File: config.mk
export PLATFORM = sky130hd
export DESIGN_NAME = cram_chain_loader
export DESIGN_NICKNAME = d
export VERILOG_FILES = /design/src/rtl/cram_chain_loader.sv
export SDC_FILE = /design/constraint.sdc
export NUM_CORES = 1
export LEC_CHECK = 0
export BUFFER_PORTS_ARGS = -buffer_cell sky130_fd_sc_hd__buf_2
export CORE_UTILIZATION = 50
export CTS_CLUSTER_SIZE = 24
export DETAILED_ROUTE_END_ITERATION = 8
export PLACE_DENSITY_LB_ADDON = 0.1
export SYNTH_ARGS = -nofsm -noshare
export SYNTH_HDL_FRONTEND = slang
export SYNTH_SLANG_ARGS = --single-unit
File: constraint.sdc
create_clock -name clk -period 3.17 [get_ports clk]
set_input_delay 0.634 -clock clk [delete_from_list [all_inputs] [get_ports clk]]
set_output_delay 0.634 -clock clk [all_outputs]
set_load 0.01 [all_outputs]
File: src/rtl/cram_chain_loader.sv
// Word-parallel CRAM chain loader: streams config words into NUM_CHAINS lock-step
// chains (LOAD) or recirculates them while emitting their contents (READBACK).
module cram_chain_loader #(
  parameter int unsigned NUM_CHAINS = 4,
  parameter int unsigned CHAIN_LEN  = 256,
  parameter int unsigned DATA_WIDTH = 32
) (
  input  logic                  clk,
  input  logic                  nrst,
  input  logic                  en,
  input  logic                  start,
  input  logic                  mode,
  input  logic [DATA_WIDTH-1:0] in_data,
  input  logic                  in_valid,
  output logic                  in_ready,
  output logic [DATA_WIDTH-1:0] out_data,
  output logic                  out_valid,
  input  logic                  out_ready,
  output logic                  config_en,
  output logic [NUM_CHAINS-1:0] config_data_in,
  input  logic [NUM_CHAINS-1:0] config_data_out,
  output logic                  le_nrst,
  output logic                  busy,
  output logic                  done
);

  localparam int unsigned BEATS  = DATA_WIDTH / NUM_CHAINS;
  localparam int unsigned WORDS  = (CHAIN_LEN * NUM_CHAINS) / DATA_WIDTH;
  localparam int unsigned BEAT_W = (BEATS > 1) ? $clog2(BEATS) : 1;
  localparam int unsigned WORD_W = (WORDS > 1) ? $clog2(WORDS) : 1;

  localparam logic [BEAT_W-1:0] LAST_BEAT = BEAT_W'(BEATS - 1);
  localparam logic [WORD_W-1:0] LAST_WORD = WORD_W'(WORDS - 1);

  typedef enum logic [2:0] {
    ST_IDLE,
    ST_FETCH,
    ST_SHIFT,
    ST_EMIT,
    ST_DONE
  } state_t;

  state_t                  state;
  logic                    mode_q;
  logic                    cfg_valid;
  logic [BEAT_W-1:0]       beat_cnt;
  logic [WORD_W-1:0]       word_cnt;
  logic [DATA_WIDTH-1:0]   sreg;
  logic [DATA_WIDTH-1:0]   capture;
  logic [NUM_CHAINS-1:0]   load_lane;
  logic [DATA_WIDTH-1:0]   cap_next;

  // Beat-indexed lane select for LOAD and capture-with-current-tails for READBACK.
  always_comb begin
    load_lane = '0;
    cap_next  = capture;
    for (int k = 0; k < int'(BEATS); k++) begin
      if (beat_cnt == BEAT_W'(k)) begin
        load_lane                          = sreg[k*NUM_CHAINS +: NUM_CHAINS];
        cap_next[k*NUM_CHAINS +: NUM_CHAINS] = config_data_out;
      end
    end
  end

  // Chain-facing strobes are decodes of registered state so the heads see
  // the tails in the same cycle during recirculation.
  assign config_en      = en && (state == ST_SHIFT);
  assign in_ready       = en && (state == ST_FETCH);
  assign config_data_in = (state != ST_SHIFT) ? '0 :
                          (mode_q ? config_data_out : load_lane);
  assign busy           = (state != ST_IDLE);
  assign done           = (state == ST_DONE);

  always_ff @(posedge clk) begin
    if (!nrst) begin
      state     <= ST_IDLE;
      mode_q    <= 1'b0;
      cfg_valid <= 1'b0;
      beat_cnt  <= '0;
      word_cnt  <= '0;
      sreg      <= '0;
      capture   <= '0;
      out_valid <= 1'b0;
      out_data  <= '0;
      le_nrst   <= 1'b0;
    end else if (en) begin
      case (state)
        ST_IDLE: begin
          le_nrst <= cfg_valid;
          if (start) begin
            mode_q  <= mode;
            le_nrst <= 1'b0;
            state   <= mode ? ST_SHIFT : ST_FETCH;
          end
        end

        ST_FETCH: begin
          if (in_valid) begin
            sreg  <= in_data;
            state <= ST_SHIFT;
          end
        end

        ST_SHIFT: begin
          if (mode_q) begin
            capture <= cap_next;
          end
          if (beat_cnt == LAST_BEAT) begin
            beat_cnt <= '0;
            if (mode_q) begin
              out_data  <= cap_next;
              out_valid <= 1'b1;
              state     <= ST_EMIT;
            end else if (word_cnt == LAST_WORD) begin
              state <= ST_DONE;
            end else begin
              word_cnt <= word_cnt + WORD_W'(1);
              state    <= ST_FETCH;
            end
          end else begin
            beat_cnt <= beat_cnt + BEAT_W'(1);
          end
        end

        // Word held on out_data until the consumer takes it; chains stay still.
        ST_EMIT: begin
          if (out_ready) begin
            out_valid <= 1'b0;
            if (word_cnt == LAST_WORD) begin
              state <= ST_DONE;
            end else begin
              word_cnt <= word_cnt + WORD_W'(1);
              state    <= ST_SHIFT;
            end
          end
        end

        ST_DONE: begin
          beat_cnt <= '0;
          word_cnt <= '0;
          if (!mode_q) begin
            cfg_valid <= 1'b1;
          end
          le_nrst <= cfg_valid | ~mode_q;
          state   <= ST_IDLE;
        end

        default: state <= ST_IDLE;
      endcase
    end
  end

endmodule
* After elaboration in Yosys (flattened, before gate mapping)
Cells that the tools add are included.
** Word-level totals
- Flip-flop bits (word level) :: 111
- Input bits :: 43
- Logic and storage cells :: 92
- Output and inout bits :: 42
** Operators by class
- Reduce and logical (&&, ||, !) cells :: 19
- Equal/unequal tests :: 19
- Multiplexer cells :: 40
- Bitwise operators :: 2
- Add/sub/neg operators :: 2
** Operator list (number)
- 4-bit two-way mux :: 18
- 3-bit two-way mux :: 8
- 5-bit two-way mux :: 4
- 3-bit equality test (second input constant) :: 5
- 5-bit case mux with 3 select lines :: 1
- 5-bit AND reduction :: 3
- 3-bit by 2-bit equality test with 1-bit output (second input constant) :: 4
- 2-bit != test (second input constant) :: 6
- 3-bit case mux with 4 select lines :: 1
- 3-bit AND reduction :: 4
- 3-bit by 1-bit equality test with 1-bit output (second input constant) :: 2
- 3-bit zero test :: 2
- 3-bit case mux with 2 select lines :: 1
- 2-bit nonzero test :: 3
- 3-bit nonzero test :: 2
- 5-bit by 1-bit adder with 5-bit output (second input constant) :: 1
- 5-bit equality test (second input constant) :: 1
- 1-bit two-way mux :: 4
- 1-bit case mux with 2 select lines :: 2
- 2-bit AND reduction :: 2
- 4-bit AND reduction :: 1
- 3-bit by 1-bit adder with 3-bit output (second input constant) :: 1
- 3-bit by 2-bit != test with 1-bit output (second input constant) :: 1
- 1-bit logical AND :: 2
- other kinds (3) :: 3

* Depth between registers and ports, before layout
Gate-level depths: netlist (run 1).
- Word-level depth :: 11
- Gate-level depth with buffers :: 9
- Depth with buffers taken out :: 7

* Worst setup path before layout (run 1)
OpenSTA, ideal clock, no wires.
- Path kind :: reg2out
- Start :: reg beat_cnt[2]
- End :: out config_data_in[2]
- Buffers on the path :: 3
- Setup slack :: 347 ps
- Data arrival time :: 2189 ps
- Cell stages (with the launch flop) :: 10
- Required time :: 2536 ps
- Path through :: dfxtp_1 > buf_2 > clkbuf_1 > inv_1 > ha_1 > clkbuf_1 > or2_2 > a221oi_1 > a2111oi_0 > o31ai_1
** On the way
- Longest elaborated chain between the ends :: 11
- Elaborated cells on any way between the ends :: 18
- Those cells by class :: eq/ne: 7; mux: 10; reduce/logical: 1
** RTL lines
- start, declared :: line 46 : logic [BEAT_W-1:0] beat_cnt;
- start signal, assigned :: line 121 : beat_cnt <= beat_cnt + BEAT_W'(1);
- 3-bit zero test :: line 58 : if (beat_cnt == BEAT_W'(k)) begin
- 4-bit two-way mux (7 in series) :: line 58
- 4-bit two-way mux * :: line 58
- 4-bit two-way mux * :: line 70 : (mode_q ? config_data_out : load_lane);
- 4-bit two-way mux * :: line 69 : assign config_data_in = (state != ST_SHIFT) ? '0 :
- end, declared :: line 20 : output logic [NUM_CHAINS-1:0] config_data_in,
Every way passes the cells marked *; elsewhere a longest branch is shown, timed or not.

* Worst setup path in the final report (run 1)
- Start :: reg beat_cnt[0]
- End :: out config_data_in[2]
Same word-level chain as after synthesis.

==> results of run 1 <==
==> metrics by stage <==
stage               worst slack [ns]   util  hold slack (ns)
floorplan                      0.347      -            0.432
global placement               0.472  0.558            0.441
detailed placement             0.385  0.558            0.448
CTS                           0.0326  0.579            0.469
global route                  0.0250  0.581            0.483
finish                         0.180  0.581            0.466
==> flip-flops by register name, indices dropped and copies added, names as in the netlist <==
signal	count
state	3
beat_cnt	3
out_valid	1
mode_q	1
word_cnt	5
capture	28
le_nrst	1
cfg_valid	1
out_data	32
sreg	32
==> critical path, stage by stage (launching register included) <==
cell and delay, ns:
sky130_fd_sc_hd__dfxtp_1 0.38, sky130_fd_sc_hd__inv_1 0.10, sky130_fd_sc_hd__ha_1 0.29, sky130_fd_sc_hd__nand2_2 0.20
sky130_fd_sc_hd__and3_1 0.22, sky130_fd_sc_hd__a2111oi_0 0.45, sky130_fd_sc_hd__o31ai_1 0.18, sky130_fd_sc_hd__buf_2 0.17
==> worst paths after layout <==
path	startpoint	endpoint	cells after the start	slack, ns
max	beat_cnt[0]$_SDFFE_PN0P_	config_data_in[2]	7	0.18
min reg2reg	out_data[28]$_SDFFE_PN0P_	out_data[28]$_SDFFE_PN0P_	2	0.47
min	out_data[28]$_SDFFE_PN0P_	out_data[28]$_SDFFE_PN0P_	2	0.47
max reg2reg	beat_cnt[0]$_SDFFE_PN0P_	capture[9]$_SDFFE_PN0P_	6	0.91
==> repair_timing <==
action / 4_1_cts / 5_1_grt
setup endpoints to repair: 1 / 4
gates resized for setup: 1 / 6
pin swaps: 0 / 0
==> final cells by class <==
type                            count  area, µm²  area share
Inverter                            9       33.8     0.00598
Multi-Input combinational cell    432       2570       0.455
Sequential cell                   107       2140       0.379
Clock buffer                       10        128      0.0226
Clock inverter                      6       78.8      0.0140
Timing Repair Buffer               95        528      0.0935
Tap cell                          133        166      0.0295
==> cells by family after synthesis <==
| family | Yosys count | share of synthesized area |
|---|---|---|
| flops | 107 | 0.430 |
| mux | 52 | 0.105 |
| simple gates | 260 | 0.241 |
| fa+ha+maj | 8 | 0.0201 |
| buf+inv | 68 | 0.0572 |
| compound gates | 112 | 0.147 |
==> power groups by stage <==
stage          combinational (W)  clock, W  sequential, W
6_report                0.000202  0.000889        0.00137
4_1_cts                 0.000203  0.000901        0.00137
2_1_floorplan           0.000139         0        0.00139
3_5_place_dp            0.000202         0        0.00140
3_3_place_gp            0.000199         0        0.00140
5_1_grt                 0.000222  0.000963        0.00137
==> per-layer routing <==
layer	GRT usage	wire, µm
met5	0	0
met4	0.0780	119
met3	0.0438	489
met2	0.371	5480
met1	0.313	5570
==> placed cells by master (no fill, tap or decap), types with 7 or more instances in the layout <==
master	synthesis	layout
sky130_fd_sc_hd__a211oi_1	16	16
sky130_fd_sc_hd__a21oi_1	47	46
sky130_fd_sc_hd__a311oi_1	13	13
sky130_fd_sc_hd__and3_1	10	9
sky130_fd_sc_hd__buf_2	15	84
sky130_fd_sc_hd__buf_4	3	9
sky130_fd_sc_hd__clkbuf_8	0	9
sky130_fd_sc_hd__dfxtp_1	107	106
sky130_fd_sc_hd__inv_1	8	8
sky130_fd_sc_hd__mux2i_1	51	51
sky130_fd_sc_hd__nand2_1	120	119
sky130_fd_sc_hd__nand2b_1	7	7
sky130_fd_sc_hd__nand3_1	18	18
sky130_fd_sc_hd__nor2_1	67	67
sky130_fd_sc_hd__nor2b_1	11	11
sky130_fd_sc_hd__o21ai_0	8	8
==> metrics, run 1 <==
commonest cells in the synthesized netlist sky130_fd_sc_hd__nand2_1 (120), sky130_fd_sc_hd__dfxtp_1 (107), sky130_fd_sc_hd__nor2_1 (67); post-route fraction of the period consumed by the critical path 0.943; area overhead of the layout relative to synthesis 13.4%; width of the die just over 100 µm; Post-route DRC 0; clock root cell sky130_fd_sc_hd__clkbuf_8; HPWL Detailed between 8000 and 9000 µm; TritonCTS clock tree yes; peak supply drop 0.252 mV; Ant. Diodes 0; status completed; vias in the first global route just under 4000; Die H ~100 µm; Total GRT Usage 0.231; fmax between 0.3 and 0.4 GHz; post-CTS setup buffer count 0; Slew headroom 0.490; placed insts a little under 800; antenna violations before repair 0; number of detailed-route iterations in the first pass 6; number of synthesized register bits approximately 110; Worst Path Required roughly 2.5 ns; Routed WL 11700 µm; Synth Instances 607; largest cells by area after synthesis sky130_fd_sc_hd__dfxtp_1 (43%), sky130_fd_sc_hd__mux2i_1 (10%), sky130_fd_sc_hd__nand2_1 (9.0%); Tightest Hold Check Type reg2reg; total clock buffers created by CTS 9; number of warning messages in the yosys log 0; maximum capacitance violations 0; clock-pin transition on the worst setup and hold timing paths between 0.1 and 0.15 ns; Logic pwr share 0.082; fraction of post-synthesis cell area in the top cell type by area 0.430; number of filler instances in the final layout about 930; static leakage power approximately 2.2 nW; gp weighted congestion ~0.84; Arr. time, crit path 2.36 ns; crit end category primary output; htree depth 3; relative contribution of the clock network to total power 0.362; async set-or-reset flop fraction in the synthesized netlist 0; Switching Power 0.000642 W; total standard cell area after synthesis 4980 µm²; Final Net Count ~710; row cnt 36; portion of the post-synthesis area used by sequential elements 0.430; Crit Path Max Fanout 9; most numerous cell in the Yosys netlist sky130_fd_sc_hd__nand2_1; average wire per standard cell between 10 and 15 µm; placeable core region approximately 10000 µm²; Mapped Nets about 660; overall power approximately 0.0025 W; Min Clock Period, post-route ~3 ns; Overflow after GRT 0; initial drt markers approximately 230; cts hold-fix bufs 0; finished layout cell area roughly 5600 µm²; sequential share of power 0.556; Internal Dissipation roughly 0.0018 W; EDFF count, synth 0; overall via count from detail_route roughly 4300; clock latency reported for the late side of the worst-skew pair about 0.38 ns; Final Skew ~0.016 ns; total of endpoints with negative setup slack in the final report 0; number of top-level design ports 85; kind of critical path reg2out; final slew viol count 0; area post-placement between 5000 and 6000 µm²; Vias per Instance ~5.4; Post-Synthesis Mean Instance Area 8.21 µm²; number of standard cells in the final layout excluding fillers slightly below 800; total power per unit cell area 435 nW/µm²; sum of negative setup slack 0 ns; clock sink count between 100 and 150; residual antenna-violating net count after detailed routing 0; critical path launch point type register; switching portion of total power 0.261; Starting Density 0.512; quantity of I/O buffers inserted on ports 84; number of distinct library cells after synthesis 48; pin count of the biggest net entering global routing 61; global-route wire length before repair 18800 µm; prevailing post-synth register cell sky130_fd_sc_hd__dfxtp_1; cell accounting for the most synthesized area sky130_fd_sc_hd__dfxtp_1; actual transition at the worst max-transition pin 0.764 ns; RSZ-0062 raised after global routing no; die area between 10000 and 15000 µm²; Clock Path Buffers 2; layout cells sized above 1 0.191; Final Hold Violating Endpoints 0
Note: power is estimated with default switching activity, not from simulation.
==> inputs of run 2 (changes only) <==
CORE_ASPECT_RATIO = 0.6   (was not set)
GPL_ROUTABILITY_DRIVEN = 0   (was not set)
==> run 2 against run 1 <==
Effect of this change:
- wire length rose by 5.8%
- die area rose by 0.12%
- clock power rose by 38%
- via count rose by 1.8%
- largest cell class unchanged
- largest power group unchanged
==> metrics, run 2 (synthesis gave the netlist of run 1 again) <==
area of the multi-input gates 2560 µm²; die area a little over 10000 µm²; finished layout cell area 5760 µm²; post-route fraction of the period consumed by the critical path 0.963; Starting Density 0.529; Final Net Count roughly 710; pin count of the biggest net entering global routing 60; Post-route DRC 0; Tightest Hold Check Type reg2reg; static leakage power between 2 and 2.5 nW; crit end category primary output; layout cells sized above 1 0.190; HPWL Detailed 8770 µm; overall via count from detail_route around 4300; residual antenna-violating net count after detailed routing 0; clock latency reported for the late side of the worst-skew pair about 0.35 ns; final slew viol count 0; maximum capacitance violations 0; Final Skew 0.00724 ns; total power per unit cell area between 400 and 500 nW/µm²; Overflow after GRT 0; htree depth 3; status completed; kind of critical path reg2out; Clock Path Buffers 2; antenna violations before repair 0; setup slack after placement ~0.40 ns; width of the die 131 µm; critical path launch point type register; number of filler instances in the final layout 855; initial drt markers around 290; number of top-level design ports 85; Slew headroom 0.490; clock root cell sky130_fd_sc_hd__clkbuf_16; Worst Path Required 2.54 ns; actual transition at the worst max-transition pin 0.763 ns; PnR worst setup slack between 0.1 and 0.15 ns; Vias per Instance roughly 5.5; fmax between 0.3 and 0.4 GHz; leading cell type in the layout, fill and taps excluded sky130_fd_sc_hd__nand2_1; number of detailed-route iterations in the first pass 5; sequential cell area in the final layout between 2000 and 2500 µm²; Total GRT Usage 0.254; RSZ-0062 raised after global routing no; total clock buffers created by CTS 9; area overhead of the layout relative to synthesis 15.6%; peak supply drop between 0.2 and 0.3 mV; Arr. time, crit path 2.42 ns; placeable core region around 9400 µm²; clock sink count ~110; Routed WL 12300 µm; Min Clock Period, post-route 3.05 ns; sum of negative setup slack 0 ns; Ant. Diodes 0; TritonCTS clock tree yes; quantity of I/O buffers inserted on ports 84; global-route wire length before repair 20400 µm; registers with the most flip-flops out_data (32), sreg (32), capture (28); average wire per standard cell between 15 and 20 µm; vias in the first global route between 4000 and 5000; Final Hold Violating Endpoints 0; Crit Path Max Fanout 6; area post-placement around 5400 µm²; clock-pin transition on the worst setup and hold timing paths 0.07 ns; row cnt 27; post-CTS setup buffer count 0; total of endpoints with negative setup slack in the final report 0; Die H approximately 79 µm; most frequent cells in the layout sky130_fd_sc_hd__nand2_1 (119), sky130_fd_sc_hd__dfxtp_1 (107), sky130_fd_sc_hd__buf_2 (84)
[run 2: cell count changes in the layout (fill, tap and decap cells not counted), moves of 2 or more]
cell and change:
sky130_fd_sc_hd__a2111oi_1 -2, sky130_fd_sc_hd__clkbuf_8 -8, sky130_fd_sc_hd__a2111oi_0 +2, sky130_fd_sc_hd__clkbuf_16 +9
sky130_fd_sc_hd__inv_8 -2
[run 2: path summary, 6_finish.rpt]
path,start,to,slack (ns),cells after the start
setup / recovery,beat_cnt[0]$_SDFFE_PN0P_,config_data_in[2],0.12,7
hold / removal,out_data[30]$_SDFFE_PN0P_,out_data[30]$_SDFFE_PN0P_,0.45,2
setup reg to reg,beat_cnt[0]$_SDFFE_PN0P_,out_data[16]$_SDFFE_PN0P_,0.97,7
hold reg to reg,out_data[30]$_SDFFE_PN0P_,out_data[30]$_SDFFE_PN0P_,0.45,2
[run 2: timing repair]
item,CTS,global route
hold buffers,0,0
endpoints found under the setup margin,1,4
pin swaps,0,1
cloned,0,0
gates resized for setup,1,2
[run 2: worst max-delay path, cell delays in order, from the launching register on]
cell and delay, ns:
sky130_fd_sc_hd__dfxtp_1 0.36, sky130_fd_sc_hd__ha_1 0.26, sky130_fd_sc_hd__ha_1 0.21, sky130_fd_sc_hd__or2_2 0.32, sky130_fd_sc_hd__a221oi_1 0.26, sky130_fd_sc_hd__a2111oi_0 0.11
sky130_fd_sc_hd__o31ai_1 0.35, sky130_fd_sc_hd__buf_2 0.20
[run 2: through the flow]
stage          utilization  total power, W  std cells  hold slack, ns
2_1_floorplan            -         0.00153        607           0.432
3_3_place_gp         0.576         0.00159        774           0.439
3_5_place_dp         0.576         0.00160        774           0.446
4_1_cts              0.611         0.00281        789           0.455
5_1_grt              0.611         0.00290        789           0.481
6_report             0.611         0.00280        789           0.453
[run 2: final cells by class]
cell class	count	share of cell area
multi-input cells	432	0.445
clock buffers	10	0.0415
inverters	9	0.00586
clock inverters	5	0.0148
well taps	130	0.0282
flip-flops and latches	107	0.372
repair buffers	96	0.0929
[run 2: power by group]
part | switching (W) | internal [W] | total, W
clock | 0.000516 | 0.000716 | 0.00123
combinational | 0.000127 | 0.0000753 | 0.000202
sequential | 0.0000120 | 0.00136 | 0.00137
total | 0.000655 | 0.00215 | 0.00280
[run 2: layer usage]
layer  vias to the layer above  global-route usage  wire, µm
met5                         -                   0         0
met4                         0              0.0609        85
met3                         7              0.0647       861
met2                       140               0.374      5210
met1                      2013               0.369      6180
li1                       2173                   -         -
